--- src/rtl/dma_bus_host.sv ---
`default_nettype none
// ============================================================================
//  Module   : dma_bus_host
//  Purpose  : Single-channel memory-to-memory DMA engine. It is programmed
//             through a small register port and copies LEN 32-bit words from
//             SRC to DST as a bus initiator. It keeps one transaction
//             outstanding at a time and raises a level interrupt when done.
//  Revision : 1.0 - initial release
// ----------------------------------------------------------------------------
//  Ports
//   clk_i, rst_ni      clock, synchronous active-low reset
//   device_*           register port (req/addr/we/be/wdata -> rvalid/rdata)
//   host_*             initiator port (req/gnt, addr/we/be/wdata, rvalid/
//                      rdata/err)
//   irq_o              DONE & IRQ_EN level interrupt
// ============================================================================
module dma_bus_host #(
  parameter int AddrWidth  = 32,
  parameter int LenWidth   = 16,
  parameter int RegAddrLsb = 2
) (
  input  logic                 clk_i,
  input  logic                 rst_ni,
  input  logic                 device_req_i,
  input  logic [AddrWidth-1:0] device_addr_i,
  input  logic                 device_we_i,
  input  logic [3:0]           device_be_i,
  input  logic [31:0]          device_wdata_i,
  output logic                 device_rvalid_o,
  output logic [31:0]          device_rdata_o,
  output logic                 host_req_o,
  input  logic                 host_gnt_i,
  output logic [AddrWidth-1:0] host_addr_o,
  output logic                 host_we_o,
  output logic [3:0]           host_be_o,
  output logic [31:0]          host_wdata_o,
  input  logic                 host_rvalid_i,
  input  logic [31:0]          host_rdata_i,
  input  logic                 host_err_i,
  output logic                 irq_o
);

  localparam int c_IDXW = 5 - RegAddrLsb;
  localparam logic [c_IDXW-1:0] c_REG_SRC    = c_IDXW'(0);
  localparam logic [c_IDXW-1:0] c_REG_DST    = c_IDXW'(1);
  localparam logic [c_IDXW-1:0] c_REG_LEN    = c_IDXW'(2);
  localparam logic [c_IDXW-1:0] c_REG_CTRL   = c_IDXW'(3);
  localparam logic [c_IDXW-1:0] c_REG_REMAIN = c_IDXW'(4);

  typedef enum logic [2:0] {
    S_IDLE    = 3'd0,
    S_RD_REQ  = 3'd1,
    S_RD_WAIT = 3'd2,
    S_WR_REQ  = 3'd3,
    S_WR_WAIT = 3'd4
  } state_t;

  state_t                r_state;
  logic [AddrWidth-1:0]  r_src;
  logic [AddrWidth-1:0]  r_dst;
  logic [LenWidth-1:0]   r_len;
  logic [AddrWidth-1:0]  r_cur_src;
  logic [AddrWidth-1:0]  r_cur_dst;
  logic [LenWidth-1:0]   r_remain;
  logic                  r_busy;
  logic                  r_done;
  logic                  r_err;
  logic                  r_irq_en;
  logic                  r_abort_pend;
  logic                  r_dev_rvalid;
  logic [31:0]           r_dev_rdata;
  logic                  r_host_req;
  logic                  r_host_we;
  logic [AddrWidth-1:0]  r_host_addr;
  // Doubles as the read-data buffer between RD_WAIT and WR_REQ.
  logic [31:0]           r_host_wdata;

  // Per-byte merge of register write data into an existing value.
  function automatic logic [31:0] f_merge(input logic [31:0] old_v,
                                          input logic [31:0] wd,
                                          input logic [3:0]  be);
    logic [31:0] res;
    for (int i = 0; i < 4; i++) begin
      res[8*i +: 8] = be[i] ? wd[8*i +: 8] : old_v[8*i +: 8];
    end
    return res;
  endfunction

  logic [c_IDXW-1:0]    w_idx;
  logic                 w_in_range;
  logic                 w_wr;
  logic                 w_rd;
  logic                 w_ctrl_cmd;
  logic                 w_start;
  logic                 w_abort;
  logic                 w_abort_now;
  logic [AddrWidth-1:0] w_src_merged;
  logic [AddrWidth-1:0] w_dst_merged;
  logic [LenWidth-1:0]  w_len_merged;
  logic [31:0]          w_rdata;
  logic                 w_unused;

  assign w_idx        = device_addr_i[4:RegAddrLsb];
  assign w_in_range   = (device_addr_i[11:5] == 7'd0);
  assign w_wr         = device_req_i & device_we_i & w_in_range;
  assign w_rd         = device_req_i & ~device_we_i;
  assign w_ctrl_cmd   = w_wr & (w_idx == c_REG_CTRL) & device_be_i[0];
  assign w_start      = w_ctrl_cmd & device_wdata_i[0] & ~r_busy;
  assign w_abort      = w_ctrl_cmd & device_wdata_i[5] & r_busy;
  // An abort accepted earlier in this transfer, or one arriving right now.
  assign w_abort_now  = w_abort | r_abort_pend;
  assign w_src_merged = AddrWidth'(f_merge(32'(r_src), device_wdata_i, device_be_i));
  assign w_dst_merged = AddrWidth'(f_merge(32'(r_dst), device_wdata_i, device_be_i));
  assign w_len_merged = LenWidth'(f_merge(32'(r_len), device_wdata_i, device_be_i));

  assign w_unused = ^{device_addr_i[AddrWidth-1:12], device_addr_i[RegAddrLsb-1:0],
                      w_src_merged[1:0], w_dst_merged[1:0]};

  always_comb begin
    w_rdata = 32'd0;
    if (w_in_range) begin
      case (w_idx)
        c_REG_SRC:    w_rdata = 32'(r_src);
        c_REG_DST:    w_rdata = 32'(r_dst);
        c_REG_LEN:    w_rdata = 32'(r_len);
        c_REG_CTRL:   w_rdata = {26'd0, 1'b0, r_irq_en, r_err, r_done, r_busy, 1'b0};
        c_REG_REMAIN: w_rdata = 32'(r_remain);
        default:      w_rdata = 32'd0;
      endcase
    end
  end

  always_ff @(posedge clk_i) begin
    if (!rst_ni) begin
      r_state      <= S_IDLE;
      r_src        <= '0;
      r_dst        <= '0;
      r_len        <= '0;
      r_cur_src    <= '0;
      r_cur_dst    <= '0;
      r_remain     <= '0;
      r_busy       <= 1'b0;
      r_done       <= 1'b0;
      r_err        <= 1'b0;
      r_irq_en     <= 1'b0;
      r_abort_pend <= 1'b0;
      r_dev_rvalid <= 1'b0;
      r_dev_rdata  <= 32'd0;
      r_host_req   <= 1'b0;
      r_host_we    <= 1'b0;
      r_host_addr  <= '0;
      r_host_wdata <= 32'd0;
    end else begin
      r_dev_rvalid <= device_req_i;
      r_dev_rdata  <= w_rd ? w_rdata : 32'd0;

      // Configuration is frozen while a transfer is running.
      if (w_wr && !r_busy) begin
        if (w_idx == c_REG_SRC) r_src <= {w_src_merged[AddrWidth-1:2], 2'b00};
        if (w_idx == c_REG_DST) r_dst <= {w_dst_merged[AddrWidth-1:2], 2'b00};
        if (w_idx == c_REG_LEN) r_len <= w_len_merged;
      end
      if (w_ctrl_cmd) begin
        r_irq_en <= device_wdata_i[4];
        if (device_wdata_i[2]) r_done <= 1'b0;
        if (device_wdata_i[3]) r_err  <= 1'b0;
      end

      // FSM updates come after the W1C logic so a hardware DONE/ERR set
      // in the same cycle overrides a software clear.
      case (r_state)
        S_IDLE: begin
          if (r_busy) begin
            // Only reachable for a zero-length START: finish without traffic.
            r_busy <= 1'b0;
            if (!w_abort) r_done <= 1'b1;
          end else if (w_start) begin
            r_cur_src <= r_src;
            r_cur_dst <= r_dst;
            r_remain  <= r_len;
            r_done    <= 1'b0;
            r_err     <= 1'b0;
            r_busy    <= 1'b1;
            if (r_len != '0) begin
              r_state     <= S_RD_REQ;
              r_host_req  <= 1'b1;
              r_host_we   <= 1'b0;
              r_host_addr <= r_src;
            end
          end
        end
        S_RD_REQ, S_WR_REQ: begin
          if (host_gnt_i) begin
            r_host_req   <= 1'b0;
            r_abort_pend <= w_abort;
            r_state      <= (r_state == S_RD_REQ) ? S_RD_WAIT : S_WR_WAIT;
          end else if (w_abort) begin
            r_host_req <= 1'b0;
            r_busy     <= 1'b0;
            r_state    <= S_IDLE;
          end
        end
        S_RD_WAIT: begin
          if (host_rvalid_i) begin
            r_abort_pend <= 1'b0;
            if (host_err_i) begin
              r_err   <= 1'b1;
              r_busy  <= 1'b0;
              r_state <= S_IDLE;
            end else begin
              r_host_wdata <= host_rdata_i;
              if (w_abort_now) begin
                r_busy  <= 1'b0;
                r_state <= S_IDLE;
              end else begin
                r_state     <= S_WR_REQ;
                r_host_req  <= 1'b1;
                r_host_we   <= 1'b1;
                r_host_addr <= r_cur_dst;
              end
            end
          end else if (w_abort) begin
            r_abort_pend <= 1'b1;
          end
        end
        S_WR_WAIT: begin
          if (host_rvalid_i) begin
            r_abort_pend <= 1'b0;
            if (host_err_i) begin
              r_err   <= 1'b1;
              r_busy  <= 1'b0;
              r_state <= S_IDLE;
            end else begin
              r_cur_src <= r_cur_src + AddrWidth'(4);
              r_cur_dst <= r_cur_dst + AddrWidth'(4);
              r_remain  <= r_remain - LenWidth'(1);
              if (w_abort_now) begin
                r_busy  <= 1'b0;
                r_state <= S_IDLE;
              end else if (r_remain == LenWidth'(1)) begin
                r_done  <= 1'b1;
                r_busy  <= 1'b0;
                r_state <= S_IDLE;
              end else begin
                r_state     <= S_RD_REQ;
                r_host_req  <= 1'b1;
                r_host_we   <= 1'b0;
                r_host_addr <= r_cur_src + AddrWidth'(4);
              end
            end
          end else if (w_abort) begin
            r_abort_pend <= 1'b1;
          end
        end
        default: r_state <= S_IDLE;
      endcase
    end
  end

  assign device_rvalid_o = r_dev_rvalid;
  assign device_rdata_o  = r_dev_rdata;
  assign host_req_o      = r_host_req;
  assign host_addr_o     = r_host_addr;
  assign host_we_o       = r_host_we;
  // Full-word transfers only; qualified by req so the bus is quiet in reset.
  assign host_be_o       = {4{r_host_req}};
  assign host_wdata_o    = r_host_wdata;
  assign irq_o           = r_done & r_irq_en;

endmodule
`default_nettype wire
--- config.mk ---
export PLATFORM = sky130hd
export DESIGN_NAME = dma_bus_host
export DESIGN_NICKNAME = d
export VERILOG_FILES = /design/src/rtl/dma_bus_host.sv
export SDC_FILE = /design/constraint.sdc
export NUM_CORES = 1
export LEC_CHECK = 0
export ABC_CLOCK_PERIOD_IN_PS = 2600
export BUFFER_PORTS_ARGS = -buffer_cell sky130_fd_sc_hd__buf_2
export CAP_MARGIN = 40
export CORE_ASPECT_RATIO = 1.75
export CORE_MARGIN = 2
export CORE_UTILIZATION = 40
export DETAILED_ROUTE_END_ITERATION = 12
export GPL_TIMING_DRIVEN = 0
export PLACE_DENSITY = 0.65
export SLEW_MARGIN = 30
export SYNTH_ARGS = -nofsm -noshare
export SYNTH_HDL_FRONTEND = slang
export SYNTH_SLANG_ARGS = --single-unit
--- constraint.sdc ---
create_clock -name clk_i -period 2.6 [get_ports clk_i]
set_input_delay 0.13 -clock clk_i [delete_from_list [all_inputs] [get_ports clk_i]]
set_output_delay 0.13 -clock clk_i [all_outputs]
set_load 0.05 [all_outputs]
# [Word level (Yosys, flattened, before mapping)]
# Cells that the tools add are included.
# W data, S select, Z words.
[word_totals] register_bits=263 output_inout_bits=104 wordCells=192
[op_classes] n_addsub=3 n_eq_ne=26 muxes=94 n_bitwise=14 reduce_logical=30
[ops] operator="$mux W32" n=18
[ops] operator="$pmux W32 S5" n=1
[ops] operator="$pmux W32 S2" n=2
[ops] operator="$pmux W32 S3" n=1
[ops] operator="$add A32 B3 Y32 const B" n=2
[ops] operator="$mux W16" n=4
[ops] operator="$mux W1" n=50
[ops] operator="$reduce_and A3 Y1" n=13
[ops] operator="$pmux W16 S2" n=1
[ops] operator="$ne A2 B2 Y1 const B" n=13
[ops] operator="$mux W3" n=8
[ops] operator="$eq A16 B1 Y1 const B" n=1
[ops] operator="$reduce_bool A16 Y1" n=1
[ops] operator="$sub A16 B1 Y16 const B" n=1
[ops] operator="$eq A3 B2 Y1 const B" n=4
[ops] operator="$pmux W3 S4" n=1
[ops] operator="$reduce_and A12 Y1" n=1
[ops] operator="$reduce_and A11 Y1" n=1
[ops] operator="$and A1 B1 Y1" n=10
[ops] operator="$pmux W1 S4" n=2
[ops] operator="$logic_not A7 Y1" n=1
[ops] operator="$reduce_and A7 Y1" n=1
[ops] operator="$eq A3 B1 Y1 const B" n=2
[ops] operator="$eq A3 B3 Y1 const B" n=2
[ops] operator="other kinds (17)" n=26

# [Depth between registers and ports, before layout]
[depth] word_depth=11 mapped_depth=9

# [Worst setup path before layout]
# Ideal clock, no wire load.
[synth_timing] path_type="register to register" startpoint="register r_remain[1]" endpoint="register r_host_addr[10] (netlist: host_addr_o[10])" t_arrival_ns=2.192 t_required_ns=2.456 path_slack_ns=0.264 path_stages_with_launch=9 path_buffers=1 period_less_slack_ns=2.336 cell_sequence="dfxtp_1 > inv_1 > ha_1 > or3b_2 > nor4_2 > or4bb_1 > a311oi_4 > buf_2 > a311oi_2"
[synth_between] elab_chain_len=3
[synth_lines] element="start: declaration" line="64" source="logic [LenWidth-1:0] r_remain;"
[synth_lines] element="start signal: assignment" line="180" source="r_remain <= r_len;"
[synth_lines] element="start signal: assignment" line="236" source="r_remain <= r_remain - LenWidth'(1);"
[synth_lines] element="$eq A16 B1 Y1" line="240" source="end else if (r_remain == LenWidth'(1)) begin"
[synth_lines] element="$ne A2 B2 Y1 (no line)"
[synth_lines] element="$reduce_and A11 Y1 (no line)"
[synth_lines] element="end signal: assignment" line="188" source="r_host_addr <= r_src;"
[synth_lines] element="end signal: assignment" line="219" source="r_host_addr <= r_cur_dst;"
[synth_lines] element="end signal: assignment" line="248" source="r_host_addr <= r_cur_src + AddrWidth'(4);"
[synth_lines] element="end: declaration" line="74" source="logic [AddrWidth-1:0] r_host_addr;"
# No other way between the ends.
# A chain may end at the register's enable or synchronous reset.

# [Worst setup path after layout]
[layout_timing] startpoint="register r_remain[1]" endpoint="register r_host_addr[9] (netlist: host_addr_o[9])"
# The elaborated chain is that of the path after synthesis.

==> flow_summary.json <==
{
  "drive_gt1_share_pct": 18.1,
  "p_leak_nw": 5.92,
  "place_area_sq_um": 14000,
  "yosysUniqueCellTypes": 75,
  "crit_end": "host_addr_o[9]",
  "port_buffers": 185,
  "synthTopCellsByArea": "dfxtp_1 41%, nand2_1 11%, a21oi_1 7.9%",
  "vias_per_cell": 6.10,
  "worstPathMaxFanout": 6,
  "timing.final.crit_share_pct": 103,
  "yosysSeqAreaShare_pct": 41.1,
  "synthesis.area_sq_um": 12600,
  "die_x_microns": 138,
  "place_congestion": 1.01,
  "timing.rr.end": "host_addr_o[9]",
  "pwr-share-seq_pct": 46.2,
  "dp_hpwl_microns": 42000,
  "post_drt_wl_per_cell_microns": 23.9,
  "rsz0062_at_grt": "true",
  "start_util_pct": 40.7,
  "grt_overflow": 0,
  "synth_top_area_cell": "dfxtp_1",
  "finalClockSkew_ns": 0.0107,
  "synth_top_area_share_pct": 41.1,
  "clkPwrFrac_pct": 49.5,
  "synth_commonest_cells": "353 x nand2_1, 258 x dfxtp_1, 199 x a21oi_1",
  "p_comb_share_pct": 4.3,
  "path_clk_slew_ns": 0.07,
  "netSwitchingFraction_pct": 23.1,
  "numPlacedInstances": 2236,
  "clock_path_buffers": 3,
  "numCtsBuffers": 26,
  "r2r-start": "r_remain[1]",
  "run_status": "finished with violations",
  "worst_pin_slew_ns": 0.975,
  "first_pass_iters": 6,
  "irDropWorstVdd_mv": 0.466,
  "nets": 2074,
  "antenna_found_initial": 2,
  "drv_cap": 0,
  "row_count": 85,
  "final_cells": 2373,
  "clock_latency_ns": 0.56,
  "ys_warn_count": 0,
  "grt_max_degree": 16,
  "powerDensity_nw_per_um2": 531,
  "async_flop_share_pct": 0,
  "detail-route-antenna-nets": 0,
  "critical_path_required_ns": 3.07,
  "drc": 0,
  "rrSetupSlack_ns": -0.07,
  "avgSynthCellArea_sq_um": 7.59,
  "synthFlopType": "dfxtp_1",
  "cts_sinks": 258,
  "cp_slowest_cell": "or4bb_4",
  "dp_slack_ns": -0.727,
  "slowest_delay_ns": 0.53,
  "area_growth_pct": 28.2,
  "synth-edff-count": 0,
  "cp-startpoint": "r_remain[1]",
  "synth.most_common_cell": "nand2_1",
  "syn-num-nets": 1766,
  "cp-start-kind": "flop",
  "end_kind": "flop",
  "cts_tree": "done",
  "synth-seq-cells": 258,
  "report.final.hold_viol_count": 0,
  "track_usage_pct": 34.2,
  "relSlewSlack_pct": 35.0,
  "hold_path_class": "in -> reg",
  "slew_viol_final": 0,
  "ioPinCount": 211,
  "synthCells": 1655,
  "path_class": "reg -> reg",
  "coreArea_sq_um": 30800,
  "postRouteWirelength_microns": 56700,
  "setup_ws_ns": -0.0659,
  "hold_depth": 3,
  "finalCriticalPeriod_ns": 2.67,
  "cts-root-buf": "clkbuf_16",
  "grt_pass1_vias": 13972,
  "crit_chain": "inv_2 -> ha_1 -> or3b_2 -> nor4_4 -> buf_4 -> or4bb_4 -> a311oi_4 -> buf_6 -> buf_12 -> bufbuf_16 -> nor2_1 -> a311oi_2",
  "fmax_mhz": 375,
  "dieArea_sq_um": 32900,
  "htree_levels": 1,
  "first_iter_violations": 1334,
  "p_switching_mw": 1.97,
  "ff2ff_path_depth": 12,
  "arrival_ns": 3.14,
  "die_y_microns": 238,
  "p_int_mw": 6.57,
  "violations": "setup timing",
  "setup_violations": 6,
  "fin_area_sq_um": 16100,
  "via_count": 14479,
  "grt_pass1_wl_microns": 83600
}
==> flip-flops by register name (all words and copies together) (netlist names), 3 cells and up <==
signal / flops
device_rdata_o: 32
host_addr_o: 31
host_wdata_o: 32
r_cur_dst: 30
r_cur_src: 30
r_dst: 30
r_len: 16
r_remain: 16
r_src: 30
r_state: 3
==> per-stage QoR <==
stage / TNS, ns / total power [mW] / hold WS, ns / util [%]
floorplan: 0 / 4.14 / 0.241 / -
global placement: -144.16 / 4.31 / 0.371 / 45.3
detailed placement: -85.76 / 4.31 / 0.378 / 45.5
CTS: -0.826 / 8.56 / 0.00896 / 51.8
global route: -1.18 / 8.71 / 0.0638 / 52.2
finish: -0.315 / 8.55 / 0.0440 / 52.2
==> critical path: cells and delay by family (launching register included) <==
family          cells  cell delay, ns
simple gates        4            0.83
buf+inv             5            0.77
compound gates      2            0.45
flops               1            0.36
fa+ha+maj           1            0.16
==> layout make-up <==
class	instances	area, sq um
Timing Repair Buffer	281	1890
Antenna cell	1	2.50
Buffer	130	609
Clock inverter	15	220
Multi-Input combinational cell	1249	6930
Clock buffer	31	721
Tap cell	391	489
Inverter	17	63.8
Sequential cell	258	5170
Fill cell	3029	14700
==> layer usage <==
| metal | routed length [microns] | global-route usage (%) |
|---|---|---|
| met1 | 18800 | 36.2 |
| met2 | 27200 | 57.4 |
| met3 | 5030 | 6.61 |
| met4 | 5700 | 28.9 |
| met5 | 8 | 0 |
==> power by group through the flow <==
stage                     Clock, mW  Sequential [mW]  Combinational [mW]
after global routing           4.38             3.95               0.385
after floorplan                   0             4.04              0.0955
after global placement            0             4.04               0.264
after detailed placement          0             4.04               0.270
after CTS                      4.26             3.95               0.352
final                          4.23             3.95               0.370
==> worst min-delay path by stage <==
stage                           startpoint          endpoint  slack, ns
after floorplan               device_req_i   device_rvalid_o       0.24
after global placement    host_rdata_i[15]  host_wdata_o[15]       0.37
after detailed placement   host_rdata_i[2]   host_wdata_o[2]       0.38
after CTS                           rst_ni   device_rvalid_o      0.009
after global routing                rst_ni   device_rvalid_o       0.06
final                               rst_ni   device_rvalid_o       0.04
==> placed cells by master (no fill, tap or decap), drive strengths merged, types with 5 or more instances in the layout <==
cell type / instances
nand3: 38
nor2b: 7
a211oi: 16
or3: 5
clkbuf: 127
nor4: 21
nand2b: 5
a22oi: 53
xnor2: 12
nand2: 353
buf: 245
a222oi: 12
a22o: 23
o22ai: 10
o21ai: 59
or4: 5
bufinv: 5
a221oi: 10
a311oi: 14
nor2: 190
xor2: 13
o41ai: 8
mux2i: 6
and2: 9
inv: 17
o31ai: 10
a31oi: 7
a32o: 8
nand4: 21
clkinv: 6
o31a: 5
nor3b: 6
a21oi: 199
o211a: 5
dfxtp: 258
and3: 21
dlygate4sd3: 69
o211ai: 7
nor3: 36
==> what timing repair did <==
item / 4_1_cts / 5_1_grt
endpoints found under the setup margin: 200 / 138
pin swaps: 6 / 13
endpoints found under the hold margin: 117 / 0
setup buffers: 13 / 7
hold buffers: 69 / 0
gates resized for setup: 49 / 24
gates cloned: 1 / 0
==> kinds of logic (layout without fill, tap and decap cells) <==
family          after synthesis  in the layout  share of synthesized area, %
compound gates              477            477                          25.3
flops                       258            258                          41.1
xor+xnor                     25             25                          1.74
other cells                   0              1                             0
buf+inv                     148            474                          4.92
simple gates                736            736                          25.9
fa+ha+maj                     4              4                         0.399
mux                           7              7                         0.568
(Power assumes the default switching activity.)
